## config.mk

```make
export PLATFORM = sky130hd
export DESIGN_NAME = uart_txq
export DESIGN_NICKNAME = d
export VERILOG_FILES = /design/src/rtl/uart_txq.sv
export SDC_FILE = /design/constraint.sdc
export NUM_CORES = 1
export LEC_CHECK = 0
export BUFFER_PORTS_ARGS = -buffer_cell sky130_fd_sc_hd__buf_2
export CAP_MARGIN = 20
export CORE_MARGIN = 2
export CORE_UTILIZATION = 60
export CTS_CLUSTER_DIAMETER = 40
export DETAILED_ROUTE_END_ITERATION = 16
export GPL_TIMING_DRIVEN = 1
export HOLD_SLACK_MARGIN = 0.12
export MAX_ROUTING_LAYER = met4
export PLACE_DENSITY = 0.82
export SLEW_MARGIN = 25
export SYNTH_ARGS = -nofsm -noshare
export SYNTH_HDL_FRONTEND = slang
export SYNTH_SLANG_ARGS = --single-unit
```

## constraint.sdc

```tcl
create_clock -name clk -period 4.8 [get_ports clk]
set_clock_uncertainty 0.05 [all_clocks]
set_input_delay 0.96 -clock clk [delete_from_list [all_inputs] [get_ports clk]]
set_output_delay 0.96 -clock clk [all_outputs]
set_load 0.005 [all_outputs]
```

## src/rtl/uart_txq.sv

```systemverilog
// UART transmit channel with an integrated FIFO, runtime frame format (5-9 data bits,
// parity, 1/2 stop bits), CTS flow control and a sticky overflow flag.
module uart_txq #(
    parameter int unsigned DEPTH = 32,
    parameter int unsigned WADDR = 5,
    parameter int unsigned DIV_W = 24
) (
    input  logic             clk,
    input  logic             rst,
    input  logic             clr,
    input  logic [DIV_W-1:0] ckdiv,
    input  logic [3:0]       dbits,
    input  logic [1:0]       parity,
    input  logic             stop2b,
    input  logic             cts_en,
    input  logic             cts_n,
    input  logic             wr,
    input  logic [8:0]       wdata,
    output logic             full,
    output logic             empty,
    output logic [WADDR:0]   level,
    output logic             ovf,
    output logic             txbusy,
    output logic             done,
    output logic             txd
);

    typedef enum logic [2:0] {IDLE, START, DATA, PAR, STOP} state_t;

    localparam logic [WADDR:0] FULL_LVL = DEPTH[WADDR:0];

    state_t           state;
    logic [8:0]       mem [DEPTH];
    logic [WADDR-1:0] wptr, rptr;
    logic [WADDR:0]   level_q;
    logic             cts_m, cts_s;
    logic [DIV_W-1:0] div_q, cnt;
    logic [3:0]       nbits_q, bitn;
    logic             par_en_q, par_bit_q, stop2_q, sbit;
    logic [8:0]       shreg;
    logic             txd_q, busy_q;

    logic             start_ok, bit_end, last_stop, frame_end, pop, push;
    logic [3:0]       nbits_c;
    logic [8:0]       mask_c, data_c;
    logic             par_c;

    assign level = level_q;
    assign full  = (level_q == FULL_LVL);
    assign empty = (level_q == '0);
    assign txd    = txd_q;
    assign txbusy = busy_q;

    assign start_ok  = !cts_en || !cts_s;
    assign bit_end   = (cnt == div_q);
    assign last_stop = !stop2_q || sbit;
    assign frame_end = (state == STOP) && bit_end && last_stop;
    // A pop either starts from IDLE or chains straight out of the last stop bit.
    assign pop  = !clr && !empty && start_ok && ((state == IDLE) || frame_end);
    assign push = !clr && wr && !full;
    assign done = frame_end;

    always_comb begin
        nbits_c = dbits;
        if (dbits < 4'd5)
            nbits_c = 4'd5;
        else if (dbits > 4'd9)
            nbits_c = 4'd9;
        case (nbits_c)
            4'd5:    mask_c = 9'h01F;
            4'd6:    mask_c = 9'h03F;
            4'd7:    mask_c = 9'h07F;
            4'd8:    mask_c = 9'h0FF;
            default: mask_c = 9'h1FF;
        endcase
        data_c = mem[rptr] & mask_c;
        case (parity)
            2'b01:   par_c = ~^data_c;
            2'b10:   par_c = ^data_c;
            default: par_c = 1'b1;
        endcase
    end

    always_ff @(posedge clk) begin
        if (push)
            mem[wptr] <= wdata;
    end

    always_ff @(posedge clk or posedge rst) begin
        if (rst) begin
            wptr    <= '0;
            rptr    <= '0;
            level_q <= '0;
            ovf     <= 1'b0;
        end else if (clr) begin
            wptr    <= '0;
            rptr    <= '0;
            level_q <= '0;
            ovf     <= 1'b0;
        end else begin
            if (push)
                wptr <= wptr + 1'b1;
            if (pop)
                rptr <= rptr + 1'b1;
            if (wr && full)
                ovf <= 1'b1;
            case ({push, pop})
                2'b10:   level_q <= level_q + 1'b1;
                2'b01:   level_q <= level_q - 1'b1;
                default: level_q <= level_q;
            endcase
        end
    end

    always_ff @(posedge clk or posedge rst) begin
        if (rst) begin
            cts_m <= 1'b1;
            cts_s <= 1'b1;
        end else begin
            cts_m <= cts_n;
            cts_s <= cts_m;
        end
    end

    always_ff @(posedge clk or posedge rst) begin
        if (rst) begin
            state     <= IDLE;
            txd_q     <= 1'b1;
            busy_q    <= 1'b0;
            cnt       <= '0;
            div_q     <= '0;
            nbits_q   <= 4'd5;
            bitn      <= '0;
            par_en_q  <= 1'b0;
            par_bit_q <= 1'b0;
            stop2_q   <= 1'b0;
            sbit      <= 1'b0;
            shreg     <= '0;
        end else if (clr) begin
            state  <= IDLE;
            txd_q  <= 1'b1;
            busy_q <= 1'b0;
            cnt    <= '0;
        end else if (pop) begin
            state     <= START;
            txd_q     <= 1'b0;
            busy_q    <= 1'b1;
            cnt       <= '0;
            div_q     <= ckdiv;
            nbits_q   <= nbits_c;
            par_en_q  <= (parity != 2'b00);
            par_bit_q <= par_c;
            stop2_q   <= stop2b;
            shreg     <= data_c;
        end else begin
            if (state != IDLE)
                cnt <= bit_end ? '0 : cnt + 1'b1;
            unique case (state)
                IDLE: ;
                START:
                    if (bit_end) begin
                        state <= DATA;
                        txd_q <= shreg[0];
                        shreg <= shreg >> 1;
                        bitn  <= 4'd1;
                    end
                DATA:
                    if (bit_end) begin
                        if (bitn == nbits_q) begin
                            if (par_en_q) begin
                                state <= PAR;
                                txd_q <= par_bit_q;
                            end else begin
                                state <= STOP;
                                txd_q <= 1'b1;
                                sbit  <= 1'b0;
                            end
                        end else begin
                            txd_q <= shreg[0];
                            shreg <= shreg >> 1;
                            bitn  <= bitn + 1'b1;
                        end
                    end
                PAR:
                    if (bit_end) begin
                        state <= STOP;
                        txd_q <= 1'b1;
                        sbit  <= 1'b0;
                    end
                STOP:
                    if (bit_end) begin
                        if (!last_stop) begin
                            sbit <= 1'b1;
                        end else begin
                            state  <= IDLE;
                            busy_q <= 1'b0;
                        end
                    end
                default: state <= IDLE;
            endcase
        end
    end

endmodule

```

==> metrics.cfg <==
[run_status]
status=finished clean

[final_layout]
stdcell_count=1501
regArea_mm2=0.0110
fin_nets=1184
final_common_cell=edfxtp_1
final_util_pct=68.4
layout-drive-gt1-share_pct=20.5
areaGrowthSynthToFinish_pct=12.6
multi_input_area_mm2=0.00500
final_cell_mix=288 x edfxtp_1, 124 x nand2_1, 102 x nor2_1, 86 x dfrtp_1, 66 x mux4_2
fillers=1704

[yosys]
syn_nets=1119
async_reset_ff_share_pct=24.4
syn_area_mm2=0.0163
synth_edf_count=288
ys_ff_latch=381
yosysUniqueCellTypes=64
yosys_warnings=0
ys_seq_area_share_pct=67.4
synth_ff_type=edfxtp_1
avgSynthCellArea_um2=15.4
syn_inst=1060

[global_routing]
use_met2_pct=40.8
grt_pass1_vias=9493
gr-max-usage-layer=met2
overflow=0
met1_usage_pct=36.1
grt_max_degree=54
track_usage_pct=26.4
use_met3_pct=4.47
antenna_found_initial=1
grt_pass1_wl_mm=55.1

[timing]
rsz0062_at_grt=no
post-route-period-util_pct=81.4
fin_crit_ps=3910
timing_worst_slew_pin_value_ps=1060
relSlewSlack_pct=29.4
setup_tns_ps=0
setup_violations=0
fmax_mhz=256
hold_viol_final=0
drv_slew=0

[drt]
antenna_left=0
vias_per_cell=6.34
routed_wl_mm=35.4
wl_per_cell_um=23.6
routed-via-count=9515
dr.pass1.iters=7
drc=0
first_iter_violations=1090

[critical_path]
r2r_start=cnt[22]$_DFFE_PP0P_
reg2reg_slack_ps=890
crit_arrival_ps=4290
r2r_end=level[4]$_DFFE_PP0P_
crit_top_cell=xnor2_1
rr_worst_depth=13
end_kind=flip-flop
worstPathMaxFanout=8
cp_cell_sequence=xnor2_1 -> nand4_1 -> nor4_1 -> a21oi_1 -> or2_2 -> nor2_1 -> xnor2_1 -> ha_1 -> nor2_1 -> o41ai_1 -> a31oi_1 -> xnor2_1 -> a22o_1
required_ps=5180
startpoint_type=flip-flop
criticalPathCategory=flip-flop to flip-flop
slowest_stage=nor4_1
worst_path_largest_cell_delay_ps=640

[floorplan]
core_area_mm2=0.0268
chipWidth_um=169
start_util_pct=60.8
num_rows=60
fp.dieH_um=169
pin_count=58
fp.dieArea_mm2=0.0285

[clock_tree]
clock-root-buffer=clkbuf_16
post_cts_resized=0
cts_max_level=2
cts_sinks=381
cts_tree=done
clock_latency_ps=540
cts.path.max_buffers=3
path_clk_slew_ps=60
post_cts_buffers=0
holdBufCountCts=0
cts-buffers-inserted=44

[hold_path]
hold_path.class=flip-flop to flip-flop
min_to=cts_s$_DFF_PP1_
whs_path_depth=0
hold_start=cts_m$_DFF_PP1_

[placement]
gp_congestion=0.940
placed_cells=1420
dpl.hpwl_mm=22.1
portBuffers=57

[pwr]
p_leak_nw=6.39
power_density_mw_per_mm2=494
p_total_mw=9.06
ir_drop_mv=0.368

[job]
drv_cap=0

[cells by family (layout without fill, tap and decap cells)]
group | Yosys count | after routing | synth area share, %
compound gates | 105 | 105 | 4.59
xor+xnor | 61 | 61 | 3.37
fa+ha+maj | 13 | 13 | 0.999
buf+inv | 71 | 170 | 1.98
flops | 381 | 381 | 67.4
mux | 111 | 111 | 13.0
other cells | 0 | 1 | 0
simple gates | 318 | 318 | 8.65
[per-stage QoR]
stage	setup WS (ps)	hold WS, ps	instance area, µm²
2_1_floorplan	1330	295	16300
3_3_place_gp	1040	302	16900
3_5_place_dp	935	302	16900
4_1_cts	902	324	18300
5_1_grt	599	319	18300
6_report	894	316	18300
[worst max-delay path by stage]
stage                   startpoint                    to  slack [ps]
6_report       cnt[22]$_DFFE_PP0P_  level[4]$_DFFE_PP0P_         890
5_1_grt        cnt[14]$_DFFE_PP0P_  level[4]$_DFFE_PP0P_         600
4_1_cts        cnt[22]$_DFFE_PP0P_  level[4]$_DFFE_PP0P_         900
3_5_place_dp   cnt[14]$_DFFE_PP0P_  level[4]$_DFFE_PP0P_         930
3_3_place_gp                cts_en  level[4]$_DFFE_PP0P_        1040
2_1_floorplan                  clr  level[4]$_DFFE_PP0P_        1330
[state kept, by name, indices dropped and copies added (netlist names), 3 cells and up]
register  flops
shreg         9
rptr          5
div_q        24
state         3
cnt          24
level         6
nbits_q       4
wptr          5
mem         288
bitn          4
[Yosys cell counts, drive strengths merged, types with 5 or more instances]
master | number | area, µm²
a211oi | 5 | 47.5
a21oi | 18 | 90.1
a22o | 5 | 43.8
a22oi | 11 | 82.6
and2 | 7 | 43.8
buf | 26 | 154
clkbuf | 23 | 86.3
dfrtp | 88 | 2200
dfstp | 5 | 131
edfxtp | 288 | 8650
ha | 13 | 163
inv | 21 | 78.8
mux2 | 11 | 124
mux2i | 24 | 240
mux4 | 76 | 1750
nand2 | 124 | 465
nand3 | 22 | 110
nand3b | 5 | 37.5
nand4 | 12 | 75.1
nor2 | 103 | 387
nor2b | 5 | 31.3
nor3 | 11 | 55.1
nor4 | 7 | 43.8
o211ai | 8 | 60.1
o21ai | 20 | 100
o22ai | 5 | 31.3
xnor2 | 43 | 377
xor2 | 17 | 149
[routing by layer]
| metal | part of all wire, % | up-vias |
|---|---|---|
| li1 | - | 4172 |
| met1 | 40 | 4778 |
| met2 | 48 | 469 |
| met3 | 8.7 | 96 |
| met4 | 3.4 | 0 |
| met5 | 0 | - |
[layout make-up]
| cell class | count | share of cell area, % |
|---|---|---|
| Timing Repair Buffer | 68 | 2.07 |
| Multi-Input combinational cell | 608 | 27.3 |
| Clock buffer | 53 | 6.31 |
| Antenna cell | 1 | 0.0137 |
| Tap cell | 341 | 2.33 |
| Sequential cell | 381 | 59.9 |
| Inverter | 22 | 0.464 |
| Clock inverter | 27 | 1.58 |
[critical path: cells and delay by family, from the launching register on]
kind / cells / cell delay [ps]
and+or+nand+nor: 5 / 1590
xor gates and xnor gates: 3 / 510
AOI/OAI and AO/OA: 4 / 1020
adders and majority gates: 1 / 210
DFF: 1 / 420
[where the power goes]
part / internal [mW] / switching [mW] / leakage, nW
Sequential: 3.79 / 0.252 / 3.79
Clock: 1.89 / 1.41 / 0.705
Combinational: 0.773 / 0.953 / 1.89
Total: 6.45 / 2.61 / 6.39
No activity file was read; power rests on OpenSTA's default activity.
